==> src/rtl/fx_pkg.sv <==
// rtl/fx_pkg.sv - shared fixed-point constants and saturation limit helpers
// Purpose: rounding mode encodings and signed range limits used by the
//          requantisation datapath and its combinational round/clamp core.
package fx_pkg;

   localparam int ROUND_TRUNC   = 0;
   localparam int ROUND_HALF_UP = 1;
   localparam int ROUND_CONV    = 2;

   // Largest value representable in a signed two's-complement field of 'width' bits.
   function automatic longint fx_max(input int width);
      return (longint'(1) <<< (width - 1)) - 1;
   endfunction

   // Smallest value representable in a signed two's-complement field of 'width' bits.
   function automatic longint fx_min(input int width);
      return -(longint'(1) <<< (width - 1));
   endfunction

endpackage

==> src/rtl/fx_round_sat.sv <==
// rtl/fx_round_sat.sv - combinational fixed-point round and clamp core
// Purpose: rounding half (x -> r) and saturation half (r_in -> y, sat) kept as
//          separate paths so a caller can place a register between them.
// Ports:
//   x     in   WIN       signed input, WF_IN fractional bits
//   r     out  WIN+1     x rounded to WF_OUT fractional bits (one guard bit)
//   r_in  in   WIN+1     rounded value to be clamped
//   y     out  WOUT      r_in clamped to the signed WOUT-bit range
//   sat   out  1         r_in was outside the output range
module fx_round_sat import fx_pkg::*; #(
   parameter int WIN        = 33,
   parameter int WF_IN      = 16,
   parameter int WF_OUT     = 8,
   parameter int WOUT       = 16,
   parameter int ROUND_MODE = ROUND_HALF_UP
) (
   input  logic [WIN-1:0]  x,
   output logic [WIN:0]    r,
   input  logic [WIN:0]    r_in,
   output logic [WOUT-1:0] y,
   output logic            sat
);

   localparam int D  = WF_IN - WF_OUT;
   localparam int RW = WIN + 1;

   // The guard bit keeps x + 2^(D-1) from overflowing at the top of the range.
   logic signed [RW-1:0] xe;
   logic signed [RW-1:0] fl;

   assign xe = $signed({x[WIN-1], x});
   assign fl = xe >>> D;

   generate
      if (D == 0 || ROUND_MODE == ROUND_TRUNC) begin : g_trunc
         assign r = fl;
      end else begin : g_round
         localparam logic [D-1:0] HALF = D'(1) << (D - 1);
         logic [D-1:0] frac;
         logic         up;

         assign frac = x[D-1:0];

         // Adding half then flooring equals flooring then incrementing when the
         // dropped bits are at least half; convergent mode only increments an
         // exact tie when the floored result is odd.
         always_comb begin
            up = 1'b0;
            case (ROUND_MODE)
               ROUND_CONV: up = (frac > HALF) || ((frac == HALF) && fl[0]);
               default:    up = (frac >= HALF);
            endcase
         end

         assign r = fl + {{(RW-1){1'b0}}, up};
      end
   endgenerate

   localparam logic signed [RW-1:0] MAXR = RW'(fx_max(WOUT));
   localparam logic signed [RW-1:0] MINR = RW'(fx_min(WOUT));

   logic signed [RW-1:0] rs;
   assign rs = r_in;

   always_comb begin
      y   = rs[WOUT-1:0];
      sat = 1'b0;
      if (rs > MAXR) begin
         y   = MAXR[WOUT-1:0];
         sat = 1'b1;
      end else if (rs < MINR) begin
         y   = MINR[WOUT-1:0];
         sat = 1'b1;
      end
   end

endmodule

==> src/rtl/fx_requant_pipe.sv <==
// rtl/fx_requant_pipe.sv - two-stage requantiser with valid/ready flow control
// Purpose: requantise signed Q(WI_IN).(WF_IN) to Q(WI_OUT).(WF_OUT); stage 1
//          rounds, stage 2 saturates and registers the output; keeps
//          saturation statistics for debug.
// Ports:
//   CLK, RST_N            clock (rising edge), asynchronous active-low reset
//   IN_VALID / IN_READY   input handshake, X is the signed input sample
//   OUT_VALID / OUT_READY output handshake, Y is the signed result
//   SAT_FLAG              the presented Y was saturated
//   OVF                   sticky saturation indicator
//   SAT_CNT               saturated sample count, holds at all-ones
//   CLR_STAT              synchronous clear of OVF and SAT_CNT
module fx_requant_pipe import fx_pkg::*; #(
   parameter int WI_IN      = 17,
   parameter int WF_IN      = 16,
   parameter int WI_OUT     = 8,
   parameter int WF_OUT     = 8,
   parameter int ROUND_MODE = ROUND_HALF_UP,
   parameter int CNT_W      = 16
) (
   input  logic                     CLK,
   input  logic                     RST_N,
   input  logic                     IN_VALID,
   output logic                     IN_READY,
   input  logic [WI_IN+WF_IN-1:0]   X,
   output logic                     OUT_VALID,
   input  logic                     OUT_READY,
   output logic [WI_OUT+WF_OUT-1:0] Y,
   output logic                     SAT_FLAG,
   output logic                     OVF,
   output logic [CNT_W-1:0]         SAT_CNT,
   input  logic                     CLR_STAT
);

   localparam int WIN  = WI_IN + WF_IN;
   localparam int RW   = WIN + 1;
   localparam int WOUT = WI_OUT + WF_OUT;

   generate
      if (WF_OUT > WF_IN || ROUND_MODE > 2) begin : g_bad_params
         $error("fx_requant_pipe: WF_OUT must not exceed WF_IN and ROUND_MODE must be 0..2");
      end
   endgenerate

   logic            s1_v;
   logic [RW-1:0]   s1_r;
   logic [RW-1:0]   r_c;
   logic [WOUT-1:0] y_c;
   logic            sat_c;
   logic            adv1;
   logic            adv2;
   logic            sat_enter;

   fx_round_sat #(
      .WIN        (WIN),
      .WF_IN      (WF_IN),
      .WF_OUT     (WF_OUT),
      .WOUT       (WOUT),
      .ROUND_MODE (ROUND_MODE)
   ) u_round_sat (
      .x    (X),
      .r    (r_c),
      .r_in (s1_r),
      .y    (y_c),
      .sat  (sat_c)
   );

   // A stage may load when it is empty or its contents move on this edge.
   assign adv2      = !OUT_VALID || OUT_READY;
   assign adv1      = !s1_v || adv2;
   assign IN_READY  = adv1;
   assign sat_enter = adv2 && s1_v && sat_c;

   always_ff @(posedge CLK or negedge RST_N) begin
      if (!RST_N) begin
         s1_v <= 1'b0;
         s1_r <= '0;
      end else if (adv1) begin
         s1_v <= IN_VALID;
         if (IN_VALID) begin
            s1_r <= r_c;
         end
      end
   end

   always_ff @(posedge CLK or negedge RST_N) begin
      if (!RST_N) begin
         OUT_VALID <= 1'b0;
         Y         <= '0;
         SAT_FLAG  <= 1'b0;
      end else if (adv2) begin
         OUT_VALID <= s1_v;
         if (s1_v) begin
            Y        <= y_c;
            SAT_FLAG <= sat_c;
         end
      end
   end

   always_ff @(posedge CLK or negedge RST_N) begin
      if (!RST_N) begin
         OVF     <= 1'b0;
         SAT_CNT <= '0;
      end else if (CLR_STAT) begin
         OVF     <= 1'b0;
         SAT_CNT <= '0;
      end else if (sat_enter) begin
         OVF <= 1'b1;
         if (SAT_CNT != {CNT_W{1'b1}}) begin
            SAT_CNT <= SAT_CNT + 1'b1;
         end
      end
   end

endmodule

==> config.mk <==
export PLATFORM = sky130hd
export DESIGN_NAME = fx_requant_pipe
export DESIGN_NICKNAME = d
export VERILOG_FILES = /design/src/rtl/fx_pkg.sv /design/src/rtl/fx_round_sat.sv /design/src/rtl/fx_requant_pipe.sv
export SDC_FILE = /design/constraint.sdc
export NUM_CORES = 1
export LEC_CHECK = 0
export ABC_AREA = 1
export ABC_CLOCK_PERIOD_IN_PS = 3000
export CAP_MARGIN = 20
export CORE_ASPECT_RATIO = 0.75
export CORE_UTILIZATION = 25
export CTS_BUF_LIST = sky130_fd_sc_hd__clkbuf_8
export DETAILED_ROUTE_END_ITERATION = 10
export RECOVER_POWER = 25
export SETUP_SLACK_MARGIN = 0.15
export SLEW_MARGIN = 10
export SYNTH_ARGS = -nofsm -noshare
export SYNTH_HDL_FRONTEND = slang
export SYNTH_SLANG_ARGS = --single-unit
export TNS_END_PERCENT = 5
==> constraint.sdc <==
create_clock -name CLK -period 3 [get_ports CLK]
set_clock_uncertainty 0.1 [all_clocks]
set_input_delay 0.6 -clock CLK [delete_from_list [all_inputs] [get_ports CLK]]
set_output_delay 0.6 -clock CLK [all_outputs]
set_load 0.02 [all_outputs]
; After elaboration in Yosys (flattened, before gate mapping)
; Cells that the tools add are included.
[word_totals]
reg_bits = 70
inputBits = 38
out_inout_bits = 36
word_cells = 33
[classes]
n_addsub = 2
magnitude_cmp = 3
n_eq_ne = 1
mux = 9
reduce_logical = 11
[ops]
columns = operator, n
row1 = 16-bit 2-to-1 mux, 5
row2 = "34-bit by 16-bit > comparator with 1-bit output, second input constant", 1
row3 = "34-bit by 16-bit < comparator with 1-bit output, second input constant", 1
row4 = 25-bit by 2-bit adder with 26-bit output, 1
row5 = "16-bit by 1-bit adder with 16-bit output, second input constant", 1
row6 = "16-bit != test, second input constant", 1
row7 = "8-bit greater-or-equal comparator, second input constant", 1
row8 = 2-bit AND reduction, 3
row9 = 1-bit 2-to-1 mux, 4
row10 = 2-bit nonzero test, 2
row11 = 1-bit logical AND, 2
row12 = 1-bit zero test, 2
row13 = 1-bit logical OR, 2

; Longest topological paths before layout
; Gate-level depths: netlist of run 1.
[logic_depth]
ltp_word = 6
mapped_depth = 11

; Cells and area by module
; A second synthesis of run 1 with hierarchy kept.
[unflattened]
cells_unflattened = 507
hier_area_um2 = 4140.2
[by_module_without_submodules]
columns = module, instances, cells_each, area_per_inst_um2, seq_area_each_um2
row1 = fx_requant_pipe, 1, 293, 3071.7, 1751.7
row2 = fx_round_sat, 1, 214, 1068.5, 0.0

; Worst setup path after synthesis of run 1
; No wires, ideal clock.
[synth_timing]
path_type = input to register
start = input X[7]
end = register s1_r[24]
setup_ns = 0.117
t_arrival_ns = 1.759
required_time_ns = 2.783
setup_slack_ns = 1.024
path_stages = 11
path_buffers = 1
path_cell_list = clkbuf_1 > ha_1 > ha_1 > nand3_1 > inv_2 > nand2_1 > inv_1 > nand2_1 > xor2_1 > nand2_1 > nand2_1
[synth_via]
elab_chain_len = 2
[synth_rtl]
columns = item, line_no
row1 = from (decl), fx_requant_pipe.sv:25  ; input logic [WI_IN+WF_IN-1:0] X,
row2 = 8-bit greater-or-equal comparator, fx_round_sat.sv:51  ; default: up = (frac >= HALF);
row3 = 25-bit by 2-bit adder with 26-bit output, fx_round_sat.sv:55  ; assign r = fl + {{(RW-1){1'b0}}, up};
row4 = to (signal assigned), fx_requant_pipe.sv:81  ; s1_r <= r_c;
row5 = to (decl), fx_requant_pipe.sv:46  ; logic [RW-1:0] s1_r;
; No other way between the ends.
; A chain may end at the register's enable or synchronous reset.

; Worst setup path after layout of run 1
[layout_timing]
start = input OUT_READY
end = output IN_READY
[layout_via]
elab_chain_len = 2
[layout_rtl]
columns = item, line_no
row1 = from (decl), fx_requant_pipe.sv:27  ; input logic OUT_READY,
row2 = 1-bit logical OR, fx_requant_pipe.sv:69  ; assign adv2 = !OUT_VALID || OUT_READY;
row3 = 1-bit logical OR, fx_requant_pipe.sv:70  ; assign adv1 = !s1_v || adv2;
row4 = to (decl), fx_requant_pipe.sv:24  ; output logic IN_READY,
; No other way between the ends.

==> reports/summary.md, run 1 <==
Headroom to the max-slew limit came out at 3.42%. The run gives 0 as the number of warnings printed during yosys synthesis. The per-cell via count in the routed design was 4.48; the detailed-router iteration count before antenna repair was 5. The cell with the largest stage delay on the worst path is sky130_fd_sc_hd__clkdlybuf4s50_1. The total detailed-routing wirelength came out at 10,300 µm. The net count after synthesis is 564. The total number of vias was 3,542; the number of standard cells in the layout, taps in and fillers out was 790. Sorting the synthesized cells by how often they occur yields sky130_fd_sc_hd__nand2_1 (189), sky130_fd_sc_hd__nor2_1 (80), sky130_fd_sc_hd__dfrtp_1 (62). Synthesis produced a netlist whose cell count is 523. The signal on the critical path passes through clkdlybuf4s50_1 -> inv_2 -> nand3_1 -> clkdlybuf4s50_1. Counting every sink on the clock net gives 62. The fraction of power spent switching nets came out at 34.7%.

The synthesized design devotes to its leading area cell type 42.4% of total area. Summing the sequential cell areas from Yosys gives 42.4% of the chip area. The internal power component is 1.55 mW, and the number of placement rows is 37. Cell seen most often among critical-path stages: sky130_fd_sc_hd__clkdlybuf4s50_1. The detail route stage leaves a number of antenna-violating nets equal to 0.

For the insertion delay to the later sink of the worst-skew pair, the log shows 340 ps. The maximum net fanout on the critical path came out at 3. Number of gates given a new drive strength after cts: 0. The clock tree root buffer cell is sky130_fd_sc_hd__clkbuf_8.

The worst setup path is launched from an input port. The DRC marker count from the first detailed-route iteration is 274. Global routing used 14.8% of the available tracks. Counting flops with a built-in enable in the synthesized netlist gives 0. The clock tree synthesis step divided the H-tree into 3 levels. By instance count, the leading cell after synthesis is sky130_fd_sc_hd__nand2_1.

The core region is 14,000 µm². On the worst path, the slowest cell contributes a delay of 640 ps. The run gives 27.2% as the portion of total power attributed to the clock network. After clock tree synthesis, the clock-pin slew on the worst setup and hold paths is 70 ps. The post-synthesis average cell area was 7.00 µm².

The clock buffer count from CTS came out at 9. The logs give 0 for the number of diodes and 2300 ps for the data required time of the critical path. The share of the clock period used by the worst path is 85.2%. The proportion of power drawn by flip-flops and latches was 44.7%. The logs give 0 for the final count of pins violating max slew and 28.1% for the proportion of power drawn by combinational gates.

The horizontal die dimension is 142 µm, and the total of buffers placed on input and output ports is 66. Final critical-path required period: 2560 ps. In the final layout, the share of cells above drive strength 1 is 7.06%. The worst-case IR drop observed on VDD is 181 µV. Entering global routing, the biggest net connects 33 pins. In the post-synthesis netlist, the biggest area contributors are sky130_fd_sc_hd__dfrtp_1 (42%), sky130_fd_sc_hd__nand2_1 (19%), sky130_fd_sc_hd__nor2_1 (8.2%), sky130_fd_sc_hd__nand3_1 (6.8%), sky130_fd_sc_hd__inv_1 (3.0%).

For this run, design rule violations remaining after detail routing come to 0. Routability-driven placement finished with a final weighted congestion of 0.897. The path class of the lowest-slack min-delay path was input port to asynchronous set/reset pin. Cell type with the highest aggregate area in the netlist: sky130_fd_sc_hd__dfrtp_1. Across the run, the number of max-cap violations was 0.

TritonCTS built the clock tree. The via count of the first global-routing pass was 3,282; the filler cell count in the final layout was 1,518. In the final design database the tool counted 631 nets. The run gives 2.06 nW as the leakage power of the design. The worst setup path is captured at an output pin. The logs give 0 for the number of antenna violations at the first check in global routing and 1860 ps for the data arrival at the endpoint of the critical path. For the post-synthesis instance area, the log shows 3660 µm².

The first global-routing pass estimated 17,400 µm of wire. The initial utilization of the core area, before any placement, comes to 26.2%. The die footprint was 15,100 µm². The transition time at the pin with the least slew margin was 1450 ps; the number of buffers on the longest clock path was 2.

Number of hold violations in the final report: 0. The floorplan step set the die height to 107 µm. The logs give 74 for the top-level I/O count and 0 for the setup fix buffers added after clock tree synthesis.

In this run, synthesis produced a sequential element count of 62. The layout-stage area growth over the synthesis result was 27.7%. For the number of different library cells in the post-synthesis netlist, the log shows 31. Setup repair after global routing left no endpoint under its margin.

In this run, placement finished with an instance count of 774. Summed over all failing endpoints, the final setup total negative slack is 0 ps. Timing would allow up to 391 MHz. Setup violations remaining at the end of the flow were counted as 0. Global routing finished with a remaining overflow of 0.

In this run, post-CTS hold repair placed 0 buffers. The flow ran to the end, and the final reports show no timing, DRC or antenna violations. The analysis attributes to net switching a power of 0.827 mW.

The worst setup path is of the input port to output pin kind. For this run, asynchronously set or reset flops after synthesis account for 100%. Power spread over the standard cell area amounts to 509 nW/µm². For this run, the leading register cell type out of synthesis is sky130_fd_sc_hd__dfrtp_1. In the final routed layout, each cell accounts on average for 13.0 µm.

The post-DP HPWL was 7940 µm.
-- worst paths after layout --
path	start	end	slack, ps	depth (start not counted)
worst max-delay path	OUT_READY	IN_READY	440	4
worst min-delay path	RST_N	SAT_CNT[11]$_DFFE_PN0P_	230	1
worst max register to register	SAT_CNT[0]$_DFFE_PN0P_	SAT_CNT[9]$_DFFE_PN0P_	840	8
worst min register to register	s1_r[0]$_DFFE_PN0P_	s1_r[0]$_DFFE_PN0P_	390	2
max in group asynchronous	RST_N	s1_r[6]$_DFFE_PN0P_	770	2
min in group CLK	s1_r[0]$_DFFE_PN0P_	s1_r[0]$_DFFE_PN0P_	390	2
-- through the flow --
step | hold slack, ps | cell area [µm²] | setup WS, ps | power [mW] | utilization, %
floorplan | 204 | 3660 | 1020 | 1.44 | -
global placement | 370 | 4510 | 323 | 1.74 | 32.3
detailed placement | 372 | 4510 | 323 | 1.76 | 32.3
CTS | 48.2 | 4690 | 438 | 2.42 | 33.5
global route | 290 | 4680 | 280 | 2.55 | 33.5
finish | 231 | 4680 | 443 | 2.38 | 33.5
-- cells by family after synthesis --
kind of cell             count (synthesis)  synth area share (%)
flip-flops                              62                  42.4
AO/OA/AOI/OAI                           36                  5.23
XOR/XNOR                                18                  4.30
AND/OR/NAND/NOR                        351                  40.4
buffers and inverters                   53                  6.70
adder cells (fa/ha/maj)                  3                  1.03
-- registers in the layout, summed over array words and instances (netlist names) --
register and flops:
SAT_FLAG 1, s1_r 26, Y 16, SAT_CNT 16, OVF 1, s1_v 1
OUT_VALID 1
-- critical path: cells and delay by family --
| kind | cells | cell delay, ps |
|---|---|---|
| simple gates | 1 | 100 |
| buf+inv | 3 | 1150 |
-- routing by layer --
layer  wire (µm)  up-vias  GRT usage, %
met2        4330      105          21.7
met3         736       12          3.39
met5           0        -             0
met4         144        0          4.30
met1        5060     1627          21.5
li1            -     1798             -
-- cell type report --
type | count | area (µm²) | share of cell area (%)
Inverter | 38 | 159 | 3.40
Multi-Input combinational cell | 408 | 1870 | 39.9
Clock buffer | 9 | 124 | 2.65
Sequential cell | 62 | 1550 | 33.2
Tap cell | 195 | 244 | 5.22
Clock inverter | 7 | 48.8 | 1.04
Timing Repair Buffer | 71 | 684 | 14.6
-- placed cells by master (no fill, tap or decap), drive strengths merged --
| cell | Yosys | final |
|---|---|---|
| nand2 | 194 | 194 |
| nor2 | 83 | 83 |
| clkdlybuf4s50 | 0 | 65 |
| dfrtp | 62 | 62 |
| nand3 | 53 | 53 |
| inv | 37 | 38 |
| a21oi | 20 | 20 |
| nor3 | 13 | 13 |
| clkbuf | 9 | 12 |
| o21ai | 12 | 12 |
| xor2 | 11 | 11 |
| xnor2 | 7 | 7 |
| nand4 | 5 | 5 |
| clkinv | 0 | 5 |
| nand3b | 3 | 3 |
| ha | 3 | 3 |
| buf | 6 | 3 |
| a31oi | 2 | 2 |
| o21bai | 2 | 2 |
| bufinv | 1 | 1 |
| clkinvlp | 0 | 1 |
-- power groups by stage --
stage               Clock, mW  Combinational (mW)  Sequential [mW]
detailed placement          0               0.677             1.08
finish                  0.646               0.669             1.07
CTS                     0.674               0.680             1.07
global placement            0               0.666             1.08
global route            0.717               0.745             1.09
floorplan                   0               0.275             1.16
No activity file was read; power rests on OpenSTA's default activity.
==> inputs of run 2 (changes only) <==
Settings changed: CORE_ASPECT_RATIO 0.75 to default, RECOVER_POWER 25 to 50.
==> reports/summary.md, run 2 (synthesis gave the netlist of run 1 again) <==
The run gives 773 as the number of standard cells in the layout, taps in and fillers out. The die covers 15,100 µm². Detailed routing placed a total of 4590 µm of wire on met2. The number of endpoints failing setup at the final stage is 0, and the share of the clock period used by the worst path is 86.1%. After clock tree synthesis, the clock-pin slew on the worst setup and hold paths is 80 ps. Registers take 1550 µm².

In the final routing, the length of wire on met1 measures 4640 µm. Max-cap violations in this run came to 0. The run gives 3,516 as the via count of the first global-routing pass. Setup repair after global routing left no endpoint under its margin.

The number of setup buffers added after CTS is 0. Count of hold-fix buffers inserted at cts: 0. The logs give 356 ps for the post-placement worst setup slack and 260 for the DRC marker count from the first detailed-route iteration. For this run, the slowest stage of the critical path takes 620 ps. IR analysis of the VDD net gives a maximum drop of 175 µV. The floorplan has 43 rows. The starting utilization of the core area was 26.0%.

Cell with the largest stage delay on the worst path: sky130_fd_sc_hd__clkdlybuf4s50_1. STA classifies the critical path endpoint as an output pin. The tools report the final hold slack as 339 ps. Once detail routing completed, the nets flagged for antenna violations numbered 0. The worst-case setup margin in the final layout is 416 ps.

Counting along the longest clock path gives a buffer depth of 2. Dividing total power by cell area gives a power density of 530 nW/µm². The number of antenna violations at the first check in global routing came out at 0. The final critical-path required period came out at 2580 ps.

The final count of pins violating max slew was 0; the number of hold violations in the final report was 0. At the pin with the least slew margin, the transition time is 1280 ps. For this design the top-level I/O count stands at 74. Walking the worst path, the cells encountered are dlygate4sd3_1 -> inv_1 -> nand3_1 -> clkdlybuf4s50_1. Before antenna repair, the detailed router went through 4 iterations. The floorplan core area is 14,100 µm², and the insertion delay to the later sink of the worst-skew pair is 350 ps.

The number of flip-flops under the largest register name works out to 26. The flow ran to the end, and the final reports show no timing, DRC or antenna violations. Entering global routing, the biggest net connects 45 pins. The tools report the count of nets after finishing as 629. The critical path contains buffers and inverters numbering 3 combined.

The critical path is of the input port to output pin type. The number of diodes was 0. The number of placed instances, taps included, is 757. Detailed placement finished with a half-perimeter wire length of 7450 µm. The data required time of the critical path was 2300 ps; the clock buffer count from CTS was 9. The worst setup path is launched from an input port. The sink count of the clock tree was 62.

Headroom to the max-slew limit came out at 14.9%. The register bank with the most flops is s1_r. The remaining design rule violation count was 0. After detailed routing, the number of vias per cell comes to 4.65. In the final timing run, aggregate negative setup slack is 0 ps. In this run the top signal layer used is met4. The tools report the total power consumption of the routed design as 2.47 mW.

Global-route wire length before repair: 17,000 µm. The share of cells above drive strength 1 is 6.24%. The horizontal die dimension works out to 123 µm. The global-route usage over all layers is 14.5%, and the met3 routed wirelength is 575 µm. The commonest non-fill, non-tap cell in the layout is sky130_fd_sc_hd__nand2_1. The run gives 9920 µm as the total detailed-routing wirelength. For the number of gates given a new drive strength after cts, the log shows 0. From bottom edge to top edge, the die measures 123 µm. STA puts the critical path data arrival time at 1880 ps. For the H-tree level count, the log shows 3.

Routed length per placed instance: 12.8 µm. In this run the clock root is driven by a sky130_fd_sc_hd__clkbuf_8. The final route contains 3,594 vias. The total of buffers placed on input and output ports is 66, and the multi-input logic area is 1860 µm². From synthesis to final layout, the design area changed by 27.4%. Broken down by cell family, the worst path's largest delay share belongs to buffers and inverters. The run gives 0 as the overflow left after global routing.

The timing-limited maximum frequency came out at 387 MHz. In the layout the commonest cells are sky130_fd_sc_hd__nand2_1 (190), sky130_fd_sc_hd__nor2_1 (80), sky130_fd_sc_hd__clkdlybuf4s50_1 (64). The worst hold path belongs to the class input port to asynchronous set/reset pin. The largest registers in the layout are s1_r: 26 flops, SAT_CNT: 16 flops, Y: 16 flops. The analysis attributes to cell leakage a power of 2.07 nW. Filler cell count in the final layout: 1,532. TritonCTS built the clock tree. The maximum net fanout on the critical path is 3, and the weighted congestion reported at the end of routability-driven placement is 0.945.
-- run 2: final timing paths --
kind / start / endpoint / slack [ps] / depth (start not counted)
worst max-delay path: OUT_READY / IN_READY / 420 / 4
worst min-delay path: RST_N / Y[13]$_DFFE_PN0P_ / 340 / 1
worst max register to register: SAT_CNT[0]$_DFFE_PN0P_ / SAT_CNT[7]$_DFFE_PN0P_ / 840 / 8
worst min register to register: s1_r[4]$_DFFE_PN0P_ / s1_r[4]$_DFFE_PN0P_ / 380 / 2
max in group asynchronous: RST_N / s1_r[13]$_DFFE_PN0P_ / 770 / 2
min in group CLK: s1_r[4]$_DFFE_PN0P_ / s1_r[4]$_DFFE_PN0P_ / 380 / 2
-- run 2: where the power goes --
part	switching, mW	leakage, nW	total (mW)	internal (mW)
clock network	0.356	0.0972	0.741	0.386
logic	0.381	1.22	0.662	0.281
registers	0.0969	0.751	1.07	0.971
total	0.834	2.07	2.47	1.64
-- run 2: layout make-up --
cell class                      count  area share [%]
Timing Repair Buffer               69            14.4
Multi-Input combinational cell    408            39.9
Clock inverter                      7            1.61
Tap cell                          180            4.83
Inverter                           38            3.41
Sequential cell                    62            33.3
Clock buffer                        9            2.66
-- run 2: routing by layer --
metal / global-route usage, % / vias to the layer above
met5: 0 / -
met4: 3.84 / 0
met3: 3.87 / 11
met2: 23.5 / 110
met1: 19.0 / 1678
li1: - / 1795
-- run 2: stage by stage --
stage               instance area (µm²)  utilization, %
floorplan                          3660               -
global placement                   4490            31.9
detailed placement                 4490            31.9
CTS                                4690            33.3
global route                       4660            33.1
finish                             4660            33.1
